## src/rtl/fetch_stage.sv

```systemverilog
// rtl/fetch_stage.sv - program counter, PC-tag queue and in-order instruction buffer feeding the decoder
module fetch_stage #(
  parameter logic [31:0] RESET_PC = 32'h0000_0000,
  parameter int          DEPTH    = 2
) (
  input  logic        clk,
  input  logic        rst,
  output logic        imem_req,
  output logic [31:0] imem_addr,
  input  logic        imem_ready,
  input  logic        imem_rvalid,
  input  logic [31:0] imem_rdata,
  input  logic        redirect_valid,
  input  logic [31:0] redirect_pc,
  output logic        if_valid,
  output logic [31:0] if_inst,
  output logic [31:0] if_pc,
  input  logic        id_ready
);
  localparam int          CW  = $clog2(DEPTH + 1);
  localparam int          PW  = $clog2(DEPTH);
  localparam logic [31:0] NOP = 32'h0000_0013;

  logic [31:0]   pc_q, pc_d;
  logic [CW-1:0] count_q, count_d;
  logic [CW-1:0] out_q, out_d;
  logic [CW-1:0] disc_q, disc_d;
  logic [PW-1:0] rd_ptr_q, rd_ptr_d;
  logic [PW-1:0] wr_ptr_q, wr_ptr_d;
  logic [PW-1:0] tag_rd_q, tag_rd_d;
  logic [PW-1:0] tag_wr_q, tag_wr_d;
  logic [31:0]   tag_q     [DEPTH];
  logic [31:0]   tag_d     [DEPTH];
  logic [31:0]   buf_pc_q  [DEPTH];
  logic [31:0]   buf_pc_d  [DEPTH];
  logic [31:0]   buf_inst_q[DEPTH];
  logic [31:0]   buf_inst_d[DEPTH];

  logic          pop, accept, push, drop;
  logic [CW:0]   credit_used;
  logic          unused_redirect_lsbs;

  assign unused_redirect_lsbs = ^redirect_pc[1:0];

  function automatic logic [PW-1:0] ptr_inc(input logic [PW-1:0] p);
    return (p == PW'(DEPTH - 1)) ? '0 : p + 1'b1;
  endfunction

  // Outputs come straight from buffer registers; imem_rdata never reaches them in the same cycle.
  assign if_valid  = (count_q != '0);
  assign if_inst   = if_valid ? buf_inst_q[rd_ptr_q] : NOP;
  assign if_pc     = if_valid ? buf_pc_q[rd_ptr_q] : 32'h0;
  assign imem_addr = pc_q;

  always_comb begin
    pop         = if_valid & id_ready;
    credit_used = {1'b0, out_q} + {1'b0, count_q} - (CW+1)'(pop);
    imem_req    = !rst && !redirect_valid && (credit_used < (CW+1)'(DEPTH));
    accept      = imem_req & imem_ready;
    drop        = imem_rvalid & (disc_q != '0);
    push        = imem_rvalid & (disc_q == '0) & !redirect_valid;

    pc_d       = pc_q;
    rd_ptr_d   = rd_ptr_q;
    wr_ptr_d   = wr_ptr_q;
    tag_rd_d   = tag_rd_q;
    tag_wr_d   = tag_wr_q;
    tag_d      = tag_q;
    buf_pc_d   = buf_pc_q;
    buf_inst_d = buf_inst_q;
    disc_d     = disc_q;
    out_d      = out_q + CW'(accept) - CW'(imem_rvalid);
    count_d    = count_q + CW'(push) - CW'(pop);

    if (accept) begin
      tag_d[tag_wr_q] = pc_q;
      tag_wr_d        = ptr_inc(tag_wr_q);
      pc_d            = pc_q + 32'd4;
    end
    if (push) begin
      buf_pc_d[wr_ptr_q]   = tag_q[tag_rd_q];
      buf_inst_d[wr_ptr_q] = imem_rdata;
      wr_ptr_d             = ptr_inc(wr_ptr_q);
      tag_rd_d             = ptr_inc(tag_rd_q);
    end
    if (drop) begin
      disc_d = disc_q - CW'(1);
    end
    if (pop) begin
      rd_ptr_d = ptr_inc(rd_ptr_q);
    end

    // Everything still in flight after this cycle belongs to the old path and must be dropped.
    if (redirect_valid) begin
      count_d  = '0;
      rd_ptr_d = '0;
      wr_ptr_d = '0;
      tag_rd_d = '0;
      tag_wr_d = '0;
      disc_d   = out_d;
      pc_d     = {redirect_pc[31:2], 2'b00};
    end
  end

  always_ff @(posedge clk) begin
    if (rst) begin
      pc_q     <= RESET_PC;
      count_q  <= '0;
      out_q    <= '0;
      disc_q   <= '0;
      rd_ptr_q <= '0;
      wr_ptr_q <= '0;
      tag_rd_q <= '0;
      tag_wr_q <= '0;
    end else begin
      pc_q     <= pc_d;
      count_q  <= count_d;
      out_q    <= out_d;
      disc_q   <= disc_d;
      rd_ptr_q <= rd_ptr_d;
      wr_ptr_q <= wr_ptr_d;
      tag_rd_q <= tag_rd_d;
      tag_wr_q <= tag_wr_d;
    end
  end

  always_ff @(posedge clk) begin
    tag_q      <= tag_d;
    buf_pc_q   <= buf_pc_d;
    buf_inst_q <= buf_inst_d;
  end

  assert property (@(posedge clk) disable iff (rst)
    !(imem_rvalid && disc_q == '0 && !redirect_valid && count_q == CW'(DEPTH)));
  assert property (@(posedge clk) disable iff (rst) out_q <= CW'(DEPTH));

endmodule
```

## config.mk

```make
export PLATFORM = sky130hd
export DESIGN_NAME = fetch_stage
export DESIGN_NICKNAME = d
export VERILOG_FILES = /design/src/rtl/fetch_stage.sv
export SDC_FILE = /design/constraint.sdc
export NUM_CORES = 1
export LEC_CHECK = 0
export CAP_MARGIN = 20
export CORE_ASPECT_RATIO = 0.5
export CORE_MARGIN = 5
export CORE_UTILIZATION = 45
export DETAILED_ROUTE_END_ITERATION = 12
export HOLD_SLACK_MARGIN = 0.05
export MAX_ROUTING_LAYER = met4
export PLACE_DENSITY_LB_ADDON = 0.1
export SLEW_MARGIN = 25
export SYNTH_ARGS = -nofsm -noshare
export SYNTH_HDL_FRONTEND = slang
export SYNTH_SLANG_ARGS = --single-unit
```

## constraint.sdc

```tcl
create_clock -name clk -period 9.8 [get_ports clk]
set_input_delay 1.47 -clock clk [delete_from_list [all_inputs] [get_ports clk]]
set_output_delay 1.47 -clock clk [all_outputs]
set_load 0.1 [all_outputs]
```

==> key figures <==
Detailed routing
  • DRC: 0
  • Avg WL per Cell: 18.90 µm
  • Total Wirelength: 20950 µm
  • Detailed-router iteration count before antenna repair: 5
  • ANT nets after route: 0
  • Vias per cell: 5.252
  • Vias: 5819
  • Initial DRC Count: 432

Clock tree
  • Deepest clock path buffer count: 3
  • Setup Fix Bufs, Post-CTS: 0
  • Cts repair resizes: 0
  • Num CTS Buffers: 21
  • CTS tree: yes
  • Clk root buf: clkbuf_16
  • Worst skew pair latency: 510 ps
  • Clock slew seen by the registers of the worst setup and hold paths: 60 ps
  • Cts hold-fix bufs: 0
  • H-tree depth: 1
  • Total clock sinks: 224

Placed design
  • Hpwl dp: 13330 µm
  • RD Place Congestion: 0.7681
  • Placed cell area: 11140 µm²
  • Place WS: 3719 ps
  • IO buf count: 161

Setup path
  • RR Endpoint: disc_q[1]
  • Reg2reg start: count_q[0]
  • Slowest cell delay on critical path: 1010 ps
  • Data arrival time of the critical path: 4570 ps
  • CP Class: input port to output pin
  • Reg2Reg Depth: 16
  • Number of buffer and inverter stages on the critical path: 2
  • R2r setup slk: 5110 ps
  • Worst Path Required: 8330 ps
  • Slowest-stage cell, CP: clkdlybuf4s50_1
  • Critical Path Sink Type: output pin
  • Critical path launch point type: input port
  • CP top delay family: buffers and inverters
  • Crit path cell chain: clkdlybuf4s50_1, nand2_1, nor2_1, fa_1, xnor2_1, nor2_1, clkdlybuf4s50_1
  • Critical Path Fanout Max: 8

Final layout
  • Area delta synth->final: 27.59%
  • Design area: 11860 µm²
  • Layout cells sized above 1: 11.38%
  • FILL cells: 1686
  • Ant. Diodes: 0
  • Fin nets: 898

STA
  • Hold Fails Final Rpt: 0
  • Setup TNS Final: 0 ps
  • Fin crit share: 61.67%
  • Fmax: 165.5 MHz
  • Post-layout min period: 6044 ps
  • Slew @ Worst Pin: 1042 ps
  • RSZ-0062 raised after global routing: false
  • Max-slew violation count: 0
  • Max-slew headroom: 30.32%
  • Final WS setup: 3756 ps
  • Worst Skew: 18.24 ps
  • # setup viols final: 0

Floorplanning
  • Die Area: 23800 µm²
  • Site Rows: 37
  • Total core area: 20420 µm²
  • Initial Utilization: 45.51%
  • Die H: 111.6 µm
  • Die Wd: 213.2 µm
  • # IOs: 168

Run
  • Max-capacitance violation count: 0

Logic synthesis
  • Synth top cells by count: edfxtp_1, nor2_1, mux2i_1
  • Largest family of logic cells by synthesized area: simple AND/OR/NAND/NOR gates
  • Synth Area in Simple Gates: 10.99%
  • Synth Area in Compound Gates: 4.175%
  • Synth Area in Adders: 1.023%
  • Async SR Flop Fraction: 0%
  • Largest cells by area after synthesis: edfxtp_1, dfxtp_1, mux2i_1, nor2_1, mux2_2
  • Yosys reg bits: 224
  • Synth top area share: 59.47%
  • Most common cell in the netlist: edfxtp_1
  • Synth area leader: edfxtp_1
  • XOR/XNOR Fraction of Synth Area: 2.451%
  • Syn Area/Cell: 13.99 µm²
  • Top FF cell, synth: edfxtp_1
  • Yosys warning count: 0
  • Multiplexer area fraction after synthesis: 10.65%
  • Synth Cell Area: 9291 µm²
  • Number of enable flip-flop cells after synthesis: 184
  • Cells after Synth: 664
  • Unique masters post-synth: 59
  • Sequential area share after synthesis: 68.09%

Global routing
  • Grt ovf: 0
  • Initial antenna violation count: 0
  • First-pass GRT wire length: 33040 µm
  • GRT Total Usage: 18.01%
  • Vias in the first global route: 5804
  • Pin count of the biggest net entering global routing: 63

Hold path
  • Hold path depth: 0
  • Min-Delay Path Class: flip-flop to flip-flop
  • Worst Hold Path EP: tag_q[16]
  • Hold path start: imem_addr[16]

Pwr
  • Worst vdd ir: 0.1246 mV
  • Power Density: 202.1 nW/µm²
  • Leakage power: 3.865 nW

Outcome
  • Status: completed
-- stage by stage --
stage	total power, mW	util (%)	hold slack (ps)	cells
after detailed placement	1.563	54.56	532.9	1071
final	2.396	58.07	546.1	1108
after global routing	2.488	58.07	567.5	1108
after CTS	2.418	58.07	545.5	1108
after global placement	1.557	54.56	515.3	1071
after floorplan	1.441	-	496.2	667
-- logic make-up after synthesis --
| logic type | after synthesis |
|---|---|
| DFF | 224 |
| and+or+nand+nor | 201 |
| muxes | 95 |
| AOI/OAI and AO/OA | 62 |
| buffers and inverters | 48 |
| xor gates and xnor gates | 26 |
| adders and majority gates | 7 |
| other | 1 |
-- registers in the layout (all words and copies together) (netlist names) --
signal / cells
out_q: 2
wr_ptr_q: 1
tag_q: 60
buf_inst_q: 64
imem_addr: 30
rd_ptr_q: 1
tag_rd_q: 1
disc_q: 2
tag_wr_q: 1
buf_pc_q: 60
count_q: 2
-- routing by layer --
| metal | global-route usage, % | wire [µm] | vias to the layer above |
|---|---|---|---|
| met2 | 28.22 | 9685 | 154 |
| li1 | - | - | 2776 |
| met5 | - | 0 | - |
| met1 | 25.46 | 9739 | 2855 |
| met4 | 3.175 | 382 | 0 |
| met3 | 2.872 | 1139 | 34 |
-- cells in the final DEF, fill, tap and decap left out, drive strengths merged, types with 14 or more instances in the layout --
master,netlist,routed
mux2,31,31
nand2,36,36
dfxtp,40,40
mux2i,64,64
nor2,95,95
xor2,14,14
a21oi,21,21
edfxtp,184,184
clkbuf,13,22
clkdlybuf4s50,0,161
-- area by class of cell --
type,instances,area (µm²),area share (%)
inverter,9,33.78,0.2850
timing repair buffer,170,1679,14.16
multi-input combinational,395,2754,23.23
clock inverter,15,187.7,1.583
sequential,224,6330,53.39
clock buffer,22,529.3,4.464
tap,273,341.6,2.881
-- report_power, final --
group / total (mW) / switching (mW) / internal, mW
clock: 0.857 / 0.356 / 0.501
sequential: 1.12 / 0.0322 / 1.09
combinational: 0.420 / 0.300 / 0.119
-- how the worst max path moves through the flow --
stage | startpoint | end | cells after the start
floorplan | redirect_valid | buf_inst_q[32] | 3
global placement | id_ready | imem_req | 7
detailed placement | id_ready | imem_req | 7
CTS | count_q[0] | imem_req | 9
global route | count_q[0] | imem_req | 9
finish | id_ready | imem_req | 7
(Power assumes the default switching activity.)
